`src/rtl/sata_link_tx_scheduler.sv`:
```
// Link-layer TX path arbiter: grants the phy TX dword stream to the write or read engine.
// Define SATA_ALIGN_INSERT_EN to insert periodic ALIGN bursts into the stream.
module sata_link_tx_scheduler #(
    parameter int ALIGN_INTERVAL = 256,
    parameter int ALIGN_BURST    = 2
) (
    input  logic        clk,
    input  logic        rst,
    input  logic        phy_ready,
    input  logic        is_device,
    input  logic        send_sync_escape,
    input  logic        write_request,
    input  logic        detect_x_rdy,
    input  logic        wr_idle,
    input  logic [31:0] wr_tx_dout,
    input  logic        wr_tx_isk,
    input  logic        rd_idle,
    input  logic [31:0] rd_tx_dout,
    input  logic        rd_tx_isk,
    output logic        write_en,
    output logic        read_en,
    output logic        side_phy_ready,
    output logic [31:0] tx_dout,
    output logic        tx_isk,
    output logic        align_active,
    output logic [1:0]  grant
);
    localparam logic [31:0] PRIM_SYNC  = 32'hB5B5_957C;
    localparam logic [31:0] PRIM_ALIGN = 32'h7B4A_4ABC;

    typedef enum logic [1:0] {
        GRANT_NONE  = 2'd0,
        GRANT_WRITE = 2'd1,
        GRANT_READ  = 2'd2
    } grant_t;

    grant_t      state;
    grant_t      state_next;
    logic        busy_seen;
    logic        owner_idle;
    logic        hold;
    logic [31:0] mux_dout;
    logic        mux_isk;

    if (ALIGN_INTERVAL < 4 || ALIGN_INTERVAL > 4095 || ALIGN_BURST < 1 || ALIGN_BURST > 4) begin : g_param_check
        $error("sata_link_tx_scheduler: ALIGN_INTERVAL/ALIGN_BURST out of range");
    end

`ifdef SATA_ALIGN_INSERT_EN
    localparam logic [11:0] CNT_LAST  = 12'(ALIGN_INTERVAL - 1);
    localparam logic [2:0]  BURST_LEN = 3'(ALIGN_BURST);

    logic [11:0] dword_cnt;
    logic [2:0]  burst_cnt;

    // A burst is armed when the dword sent at count CNT_LAST leaves, so
    // exactly ALIGN_INTERVAL dwords precede each burst.
    assign hold = (burst_cnt != '0);

    always_ff @(posedge clk) begin
        if (rst || !phy_ready) begin
            dword_cnt <= '0;
            burst_cnt <= '0;
        end else if (send_sync_escape) begin
            burst_cnt <= '0;
            if (dword_cnt != CNT_LAST) dword_cnt <= dword_cnt + 12'd1;
        end else if (hold) begin
            burst_cnt <= burst_cnt - 3'd1;
        end else if (dword_cnt == CNT_LAST) begin
            dword_cnt <= '0;
            burst_cnt <= BURST_LEN;
        end else begin
            dword_cnt <= dword_cnt + 12'd1;
        end
    end
`else
    assign hold = 1'b0;
`endif

    assign owner_idle = (state == GRANT_WRITE) ? wr_idle : rd_idle;

    always_ff @(posedge clk) begin
        if (rst) begin
            state     <= GRANT_NONE;
            busy_seen <= 1'b0;
        end else begin
            state <= state_next;
            if (state == GRANT_NONE) busy_seen <= 1'b0;
            else if (!owner_idle)    busy_seen <= 1'b1;
        end
    end

    always_comb begin
        state_next = state;
        if (!phy_ready || send_sync_escape) begin
            state_next = GRANT_NONE;
        end else if (!hold) begin
            case (state)
                GRANT_NONE: begin
                    if (detect_x_rdy && (!is_device || !write_request))
                        state_next = GRANT_READ;
                    else if (write_request && wr_idle && rd_idle)
                        state_next = GRANT_WRITE;
                end
                GRANT_WRITE, GRANT_READ: begin
                    if (owner_idle && busy_seen) state_next = GRANT_NONE;
                end
                default: state_next = GRANT_NONE;
            endcase
        end
    end

    always_comb begin
        grant    = state;
        write_en = (state == GRANT_WRITE);
        read_en  = (state == GRANT_READ);
        mux_dout = PRIM_SYNC;
        mux_isk  = 1'b1;
        case (state)
            GRANT_WRITE: begin
                mux_dout = wr_tx_dout;
                mux_isk  = wr_tx_isk;
            end
            GRANT_READ: begin
                mux_dout = rd_tx_dout;
                mux_isk  = rd_tx_isk;
            end
            default: ;
        endcase
    end

    always_ff @(posedge clk) begin
        if (rst) begin
            tx_dout        <= PRIM_SYNC;
            tx_isk         <= 1'b1;
            align_active   <= 1'b0;
            side_phy_ready <= 1'b0;
        end else if (!phy_ready) begin
            tx_dout        <= PRIM_ALIGN;
            tx_isk         <= 1'b1;
            align_active   <= 1'b0;
            side_phy_ready <= 1'b0;
        end else if (send_sync_escape) begin
            tx_dout        <= PRIM_SYNC;
            tx_isk         <= 1'b1;
            align_active   <= 1'b0;
            side_phy_ready <= 1'b1;
        end else if (hold) begin
            tx_dout        <= PRIM_ALIGN;
            tx_isk         <= 1'b1;
            align_active   <= 1'b1;
            side_phy_ready <= 1'b0;
        end else begin
            tx_dout        <= mux_dout;
            tx_isk         <= mux_isk;
            align_active   <= 1'b0;
            side_phy_ready <= 1'b1;
        end
    end
endmodule

```
`config.mk`:
```
export PLATFORM = sky130hd
export DESIGN_NAME = sata_link_tx_scheduler
export DESIGN_NICKNAME = d
export VERILOG_FILES = /design/src/rtl/sata_link_tx_scheduler.sv
export SDC_FILE = /design/constraint.sdc
export NUM_CORES = 1
export LEC_CHECK = 0
export CORE_MARGIN = 2
export CORE_UTILIZATION = 30
export DETAILED_ROUTE_END_ITERATION = 10
export PLACE_DENSITY = 0.73
export SYNTH_ARGS = -nofsm -noshare
export SYNTH_HDL_FRONTEND = slang
export SYNTH_SLANG_ARGS = --single-unit
```
`constraint.sdc`:
```
create_clock -name clk -period 1.7 [get_ports clk]
set_input_delay 0.34 -clock clk [delete_from_list [all_inputs] [get_ports clk]]
set_output_delay 0.34 -clock clk [all_outputs]
set_load 0.01 [all_outputs]
```
==> results.cfg <==
[run_status]
outcome = completed

[grt]
antenna_found_initial = 0
grt_max_degree = 24
grt_overflow_total = 0
grt_use_total_pct = 16.94
grt_pass1_wl_mm = 7.251
grt_pass1_vias = 1523

[clock_network]
cts_setup_buffers = 0
clk_latency_ps = 270
clk_pin_slew_ps = 70
cts_tree = done
numCtsBuffers = 5
cts_root_buf = clkbuf_8
clock-sinks = 37
clk_path_buf_depth = 2
ctsHoldBuffers = 0
htreeDepth = 2

[setup_path]
worst_ep_arrival_time_ps = 1270
slowest_delay_ps = 530
critical_path_class = reg2out
crit_chain = buf_4 > clkdlybuf4s50_1
worstSetupStartpointType = register
required_ps = 1360
crit_fanout = 3
end_kind = output port
crit_slowest_cell = clkdlybuf4s50_1

[layout]
final_nets = 340
fill_cells = 453
antenna_cells = 0
drive_gt1_share_pct = 8.779
area_growth_pct = 87.55

[pwr]
p_sw_share_pct = 22.02
p_switching_uw = 430.5
intPower_uw = 1524
power_density_nw_per_um2 = 691.3
power.total_uw = 1955
power_frac_clock_pct = 33.9
ir_drop_uv = 366.2
p_comb_share_pct = 19.5
p_leak_uw = 0.001125
p_seq_share_pct = 46.5

[logic_synthesis]
synth-seq-cells = 37
synth_area_sq_um = 1508
synth_fp_nets = 223
syn_inst = 144
ys_seq_area_share_pct = 49.13
ys_types = 26
yosysWarningCount = 0
synth_area_per_cell_sq_um = 10.47

[routing]
via_per_inst = 4.812
firstDrtPassIters = 4
wire_per_inst_um = 14.44
ant_nets = 0
num_vias = 1583
finalWirelength_mm = 4.751
initialDrtViolationCount = 44
drc_errors = 0

[placed_design]
hpwl_mm = 3.635
dp_worst_setup_slack_ps = -13.22
portBuffers = 112
gp_congestion = 0.8008

[floorplan]
core_sq_um = 4786
start_util_pct = 31.50
rows = 25
die_x_um = 74.89
die_area_sq_um = 5609
ioPinCount = 114
die_h_um = 74.89

[run]
cap_viol_max_count = 0

[timing]
period_needed_ps = 1611
tns_ps = 0
hold_violations = 0
setup_ws_ps = 89.11
rsz0062_at_grt = false
slew_violations = 0
fin_worst_skew_ps = 6.059
fin_crit_sh_pct = 94.76
timing.fmax_mhz = 620.8
setup_viol = 0

[hold_path]
worstHoldPathType = reg2reg
-- worst max-delay path, delay by kind of cell (launching register included) --
kind / cells / cell delay, ps
buffers and inverters: 2 / 650
DFF: 1 / 340
-- synth_stat cells --
| cell | n | area share [%] |
|---|---|---|
| dfxtp_1 | 37 | 49 |
| a221o_1 | 20 | 13 |
| a21o_1 | 12 | 6.0 |
| nand2_1 | 11 | 2.7 |
| a21oi_1 | 10 | 3.3 |
| a22o_1 | 10 | 5.8 |
| buf_2 | 8 | 2.7 |
| clkbuf_1 | 4 | 1.0 |
| ha_1 | 4 | 3.3 |
| inv_1 | 4 | 1.0 |
| nor2_1 | 4 | 1.0 |
| a22oi_1 | 3 | 1.5 |
| and3_1 | 2 | 0.83 |
| nor2b_4 | 2 | 1.8 |
| o21ai_1 | 2 | 0.66 |
| a21boi_0 | 1 | 0.50 |
| a221oi_1 | 1 | 0.58 |
| a32o_1 | 1 | 0.66 |
| buf_4 | 1 | 0.50 |
| buf_6 | 1 | 0.75 |
| conb_1 | 1 | 0.25 |
| mux2i_1 | 1 | 0.66 |
| nand2b_1 | 1 | 0.42 |
| nand2b_4 | 1 | 0.91 |
| nor2b_1 | 1 | 0.42 |
| nor3_1 | 1 | 0.33 |
-- cells by family (layout without fill, tap and decap cells) --
kind of cell               Yosys count  count (layout)  share of synthesized area, %
adders and majority gates            4               4                         3.320
buffers and inverters               18             136                         5.892
and+or+nand+nor                     23              23                         8.465
AOI/OAI and AO/OA                   60              60                         32.28
DFF                                 37              37                         49.13
other                                1               1                        0.2487
muxes                                1               1                        0.6639
-- power by group through the flow --
stage | logic, uW | clock network [uW] | registers, uW
after floorplan | 90.8 | 0 | 949
after global placement | 380 | 0 | 929
after detailed placement | 384 | 0 | 930
after CTS | 385 | 688 | 910
after global routing | 410 | 731 | 913
final | 382 | 663 | 910
-- layout make-up --
cell class / instances / area, sq um / area share [%]
Timing Repair Buffer: 124 / 1209 / 42.74
Multi-Input combinational cell: 89 / 678.2 / 23.98
Clock inverter: 1 / 5.005 / 0.1770
Clock buffer: 7 / 96.34 / 3.407
Sequential cell: 37 / 740.7 / 26.19
Inverter: 4 / 15.01 / 0.5310
Tap cell: 67 / 83.83 / 2.965
-- registers in the layout, summed over array words and instances (netlist names) --
signal          flops
tx_dout            32
grant               2
busy_seen           1
side_phy_ready      1
tx_isk              1
-- stage by stage --
step / hold slack (ps) / cells / utilization (%) / cell area [sq um]
2_1_floorplan: 411.5 / 144 / - / 1508
3_3_place_gp: 478.1 / 321 / 57.02 / 2729
3_5_place_dp: 498.3 / 321 / 57.02 / 2729
4_1_cts: 511.5 / 329 / 59.09 / 2828
5_1_grt: 565.8 / 329 / 59.09 / 2828
6_report: 521.9 / 329 / 59.09 / 2828
-- metal layers --
| layer | global-route usage [%] | vias to the layer above | wire [um] |
|---|---|---|---|
| met5 | 0 | - | 0 |
| met4 | 4.365 | 0 | 17 |
| met3 | 5.890 | 2 | 480 |
| met2 | 28.85 | 75 | 2273 |
| met1 | 20.41 | 735 | 1980 |
| li1 | - | 771 | - |
-- path summary, 6_finish.rpt --
kind | endpoint | from | cells past startpoint | slack (ps)
max | grant[1] | grant[1] | 2 | 90
min | busy_seen | busy_seen | 2 | 520
max reg2reg | tx_dout[4] | grant[1] | 5 | 150
min reg2reg | busy_seen | busy_seen | 2 | 520
-- timing repair --
item                                    in CTS  in global routing
endpoints found under the setup margin       2                  0
resized for setup                            2                  0
endpoints found under the hold margin        0                  0
-- layout by cell type, fill, tap and decap left out, types with 3 or more instances in the layout --
cell / count
clkbuf_8: 7
a21o_1: 12
nor2_1: 4
nand2_1: 11
dfxtp_1: 37
inv_1: 4
buf_4: 12
a21oi_1: 10
a22o_1: 10
a221o_1: 20
clkdlybuf4s50_1: 110
a22oi_1: 3
ha_1: 4
Note: power is estimated with default switching activity, not from simulation.
==> variant: new RTL, same flow settings <==
Build with the macro `SATA_ALIGN_INSERT_EN` defined.
--- a/src/rtl/sata_link_tx_scheduler.sv
+++ b/src/rtl/sata_link_tx_scheduler.sv
@@ -1,5 +1,7 @@
 // Link-layer TX path arbiter: grants the phy TX dword stream to the write or read engine.
 // Define SATA_ALIGN_INSERT_EN to insert periodic ALIGN bursts into the stream.
+`define SATA_ALIGN_INSERT_EN
+
 module sata_link_tx_scheduler #(
     parameter int ALIGN_INTERVAL = 256,
     parameter int ALIGN_BURST    = 2
Function: same outputs for any inputs over 10 cycles, from zero or initial values and one cycle with rst high; that may be too few to reach the edited logic, so the function may still have changed.
==> variant against the unedited design <==
- worst hold slack lost 33 ps
- sequential cell count is 16 higher
- sequential share of layout area increased by 0.41 points
- first-iteration DRC count grew 50%
- register-to-register slack got worse by 120 ps
- final area increased by 41%
- cell count rose by 52%
- routed wire length rose by 49%
- synthesized area increased by 55%
- global-route usage down 0.45 points
- setup slack lost 62 ps
- total power rose by 23%
- maximum frequency down 3.7%
- critical path type is now register to register
==> variant: results (changes against the unedited design) <==
[layout]
drive_above_1_share = 0.156  ; +0.0684
largest_registers = tx_dout (32), dword_cnt (12), burst_cnt (3)
fillCellCount = 707  ; +56%
fin_nets = 478  ; +41%
antenna_cells = 0  ; unchanged

[grt]
grt_pass1_wl_um = 11500  ; +59%
grtUsageMet2 = 0.301  ; +0.0124
grt_usage = 0.165  ; -0.00455
grt_pass1_vias = 2436  ; +60%
grt_max_degree = 34  ; +42%
grt_util_met1 = 0.193  ; -0.0110
antenna_found_initial = 0  ; unchanged
grtUsageMet3 = 0.0472  ; -0.0117

[clocking]
clk_path_buf_depth = 2  ; unchanged
clock_latency_ps = 310  ; +40 ps
cts-buffers-inserted = 5  ; unchanged
htree_levels = 2  ; unchanged
clk_pin_slew_worst_paths_ps = 100  ; +30 ps
cts-root-buf = clkbuf_8

[worst_hold_path]
hp-class = register to register
hold_depth = 2  ; unchanged

[synth]
synth_ff_type = dfxtp_1
synth_nets = 331  ; +48%
async_reset_ff_frac = 0  ; unchanged
yosys_warnings = 0  ; unchanged
ys_seq_area_frac = 0.454  ; -0.0376
synth_common_cells = dfxtp_1 (53), nor2_1 (22), a21oi_1 (18)
synth_cell_type_count = 45  ; +73%
ys_top_cells_by_area = dfxtp_1 (45%), a221oi_1 (4.5%), a21oi_1 (3.9%)

[timing]
clock_skew_ps = 5.11  ; -0.951 ps
relSlewSlack = 0.760

[status]
status = finished clean

[route]
drt_first_pass_iters = 4  ; unchanged
num_vias = 2458  ; +55%
route.final.wire_length_um = 7080  ; +49%
drt_iter0_drc = 66  ; +50%

[setup_path]
cp.arrival_ps = 1860  ; +590 ps
r2r_cells = 5  ; unchanged
slowest_stage = or4_4
cp_max_fo = 4  ; +1
cp_top_family = simple AND/OR/NAND/NOR gates
max_stage_delay_ps = 580  ; +50 ps

[placement]
pre_cts_ws_ps = -145  ; -131 ps
io_buffers = 113  ; +0.89%
routabilityCongestion = 0.841  ; +5.0%
dpl.hpwl_um = 5510  ; +52%

[power_and_ir_drop]
p_leak_nw = 1.58  ; +40%
ir_drop_uv = 275  ; -25%
p_switching_w = 0.000573  ; +33%

variant: changes by cell type after synthesis, sizes merged, moves of 6 or more:
cell,before,now
a21oi,10,18
clkbuf,4,15
buf,10,3
a21o,12,0
dfxtp,37,53
nor2,4,22
o21bai,0,12
o21ai,2,8
a221o,20,8
nand3,0,9
a221oi,1,12
variant: worst paths after layout:
kind | from | to | slack (ps)
worst min register to register | grant[0]$_SDFFE_PP0P_ | grant[0]$_SDFFE_PP0P_ | 490
worst min-delay path | grant[0]$_SDFFE_PP0P_ | grant[0]$_SDFFE_PP0P_ | 490
worst max-delay path | dword_cnt[8]$_SDFFE_PP0P_ | dword_cnt[0]$_SDFFE_PP0P_ | 30
worst max register to register | dword_cnt[8]$_SDFFE_PP0P_ | dword_cnt[0]$_SDFFE_PP0P_ | 30
variant: routing by layer:
| layer | vias to the layer above | wire [um] |
|---|---|---|
| li1 | 1237 | - |
| met1 | 1131 | 3000 |
| met2 | 88 | 3480 |
| met3 | 2 | 584 |
| met4 | 0 | 21 |
| met5 | - | 0 |
variant: cell type report:
| type | count | share of cell area |
|---|---|---|
| multi-input combinational | 171 | 0.301 |
| clock buffer | 6 | 0.0182 |
| tap | 102 | 0.0320 |
| clock inverter | 2 | 0.00376 |
| inverter | 7 | 0.00658 |
| timing repair buffer | 158 | 0.372 |
| sequential | 53 | 0.266 |
variant: cell families (layout without fill, tap and decap cells):
logic type,Yosys count,in the layout,synth area share
fa+ha+maj,7,7,0.0375
mux,5,5,0.0214
buf+inv,25,173,0.0407
xor+xnor,1,1,0.00375
compound gates,89,89,0.294
simple gates,69,69,0.149
flops,53,53,0.454
variant: worst register-to-register path: cells and delay by family (launching register included):
kind | cells | cell delay, ps
AND/OR/NAND/NOR | 2 | 660
AO/OA/AOI/OAI | 2 | 400
flip-flops | 1 | 320
buffers and inverters | 1 | 170
variant: power groups by stage:
| stage | combinational, W | clock [W] | sequential [W] |
|---|---|---|---|
| 2_1_floorplan | 0.0000960 | 0 | 0.00134 |
| 3_3_place_gp | 0.000410 | 0 | 0.00132 |
| 3_5_place_dp | 0.000415 | 0 | 0.00132 |
| 4_1_cts | 0.000417 | 0.000736 | 0.00129 |
| 5_1_grt | 0.000446 | 0.000791 | 0.00129 |
| 6_report | 0.000415 | 0.000712 | 0.00129 |
variant: repair_timing:
item / 4_1_cts / 5_1_grt
setup endpoints to repair: 2 / 31
setup buffers: 0 / 0
gates resized for setup: 2 / 9
hold buffers: 0 / 0
variant: through the flow:
stage               cell area, um^2  TNS (ps)  cells  hold slack (ps)
floorplan                      2340         0    249              447
global placement               3880      -636    491              469
detailed placement             3880     -1350    491              478
CTS                            3970         0    499              490
global route                   3990     -99.2    499              519
finish                         3990         0    499              488
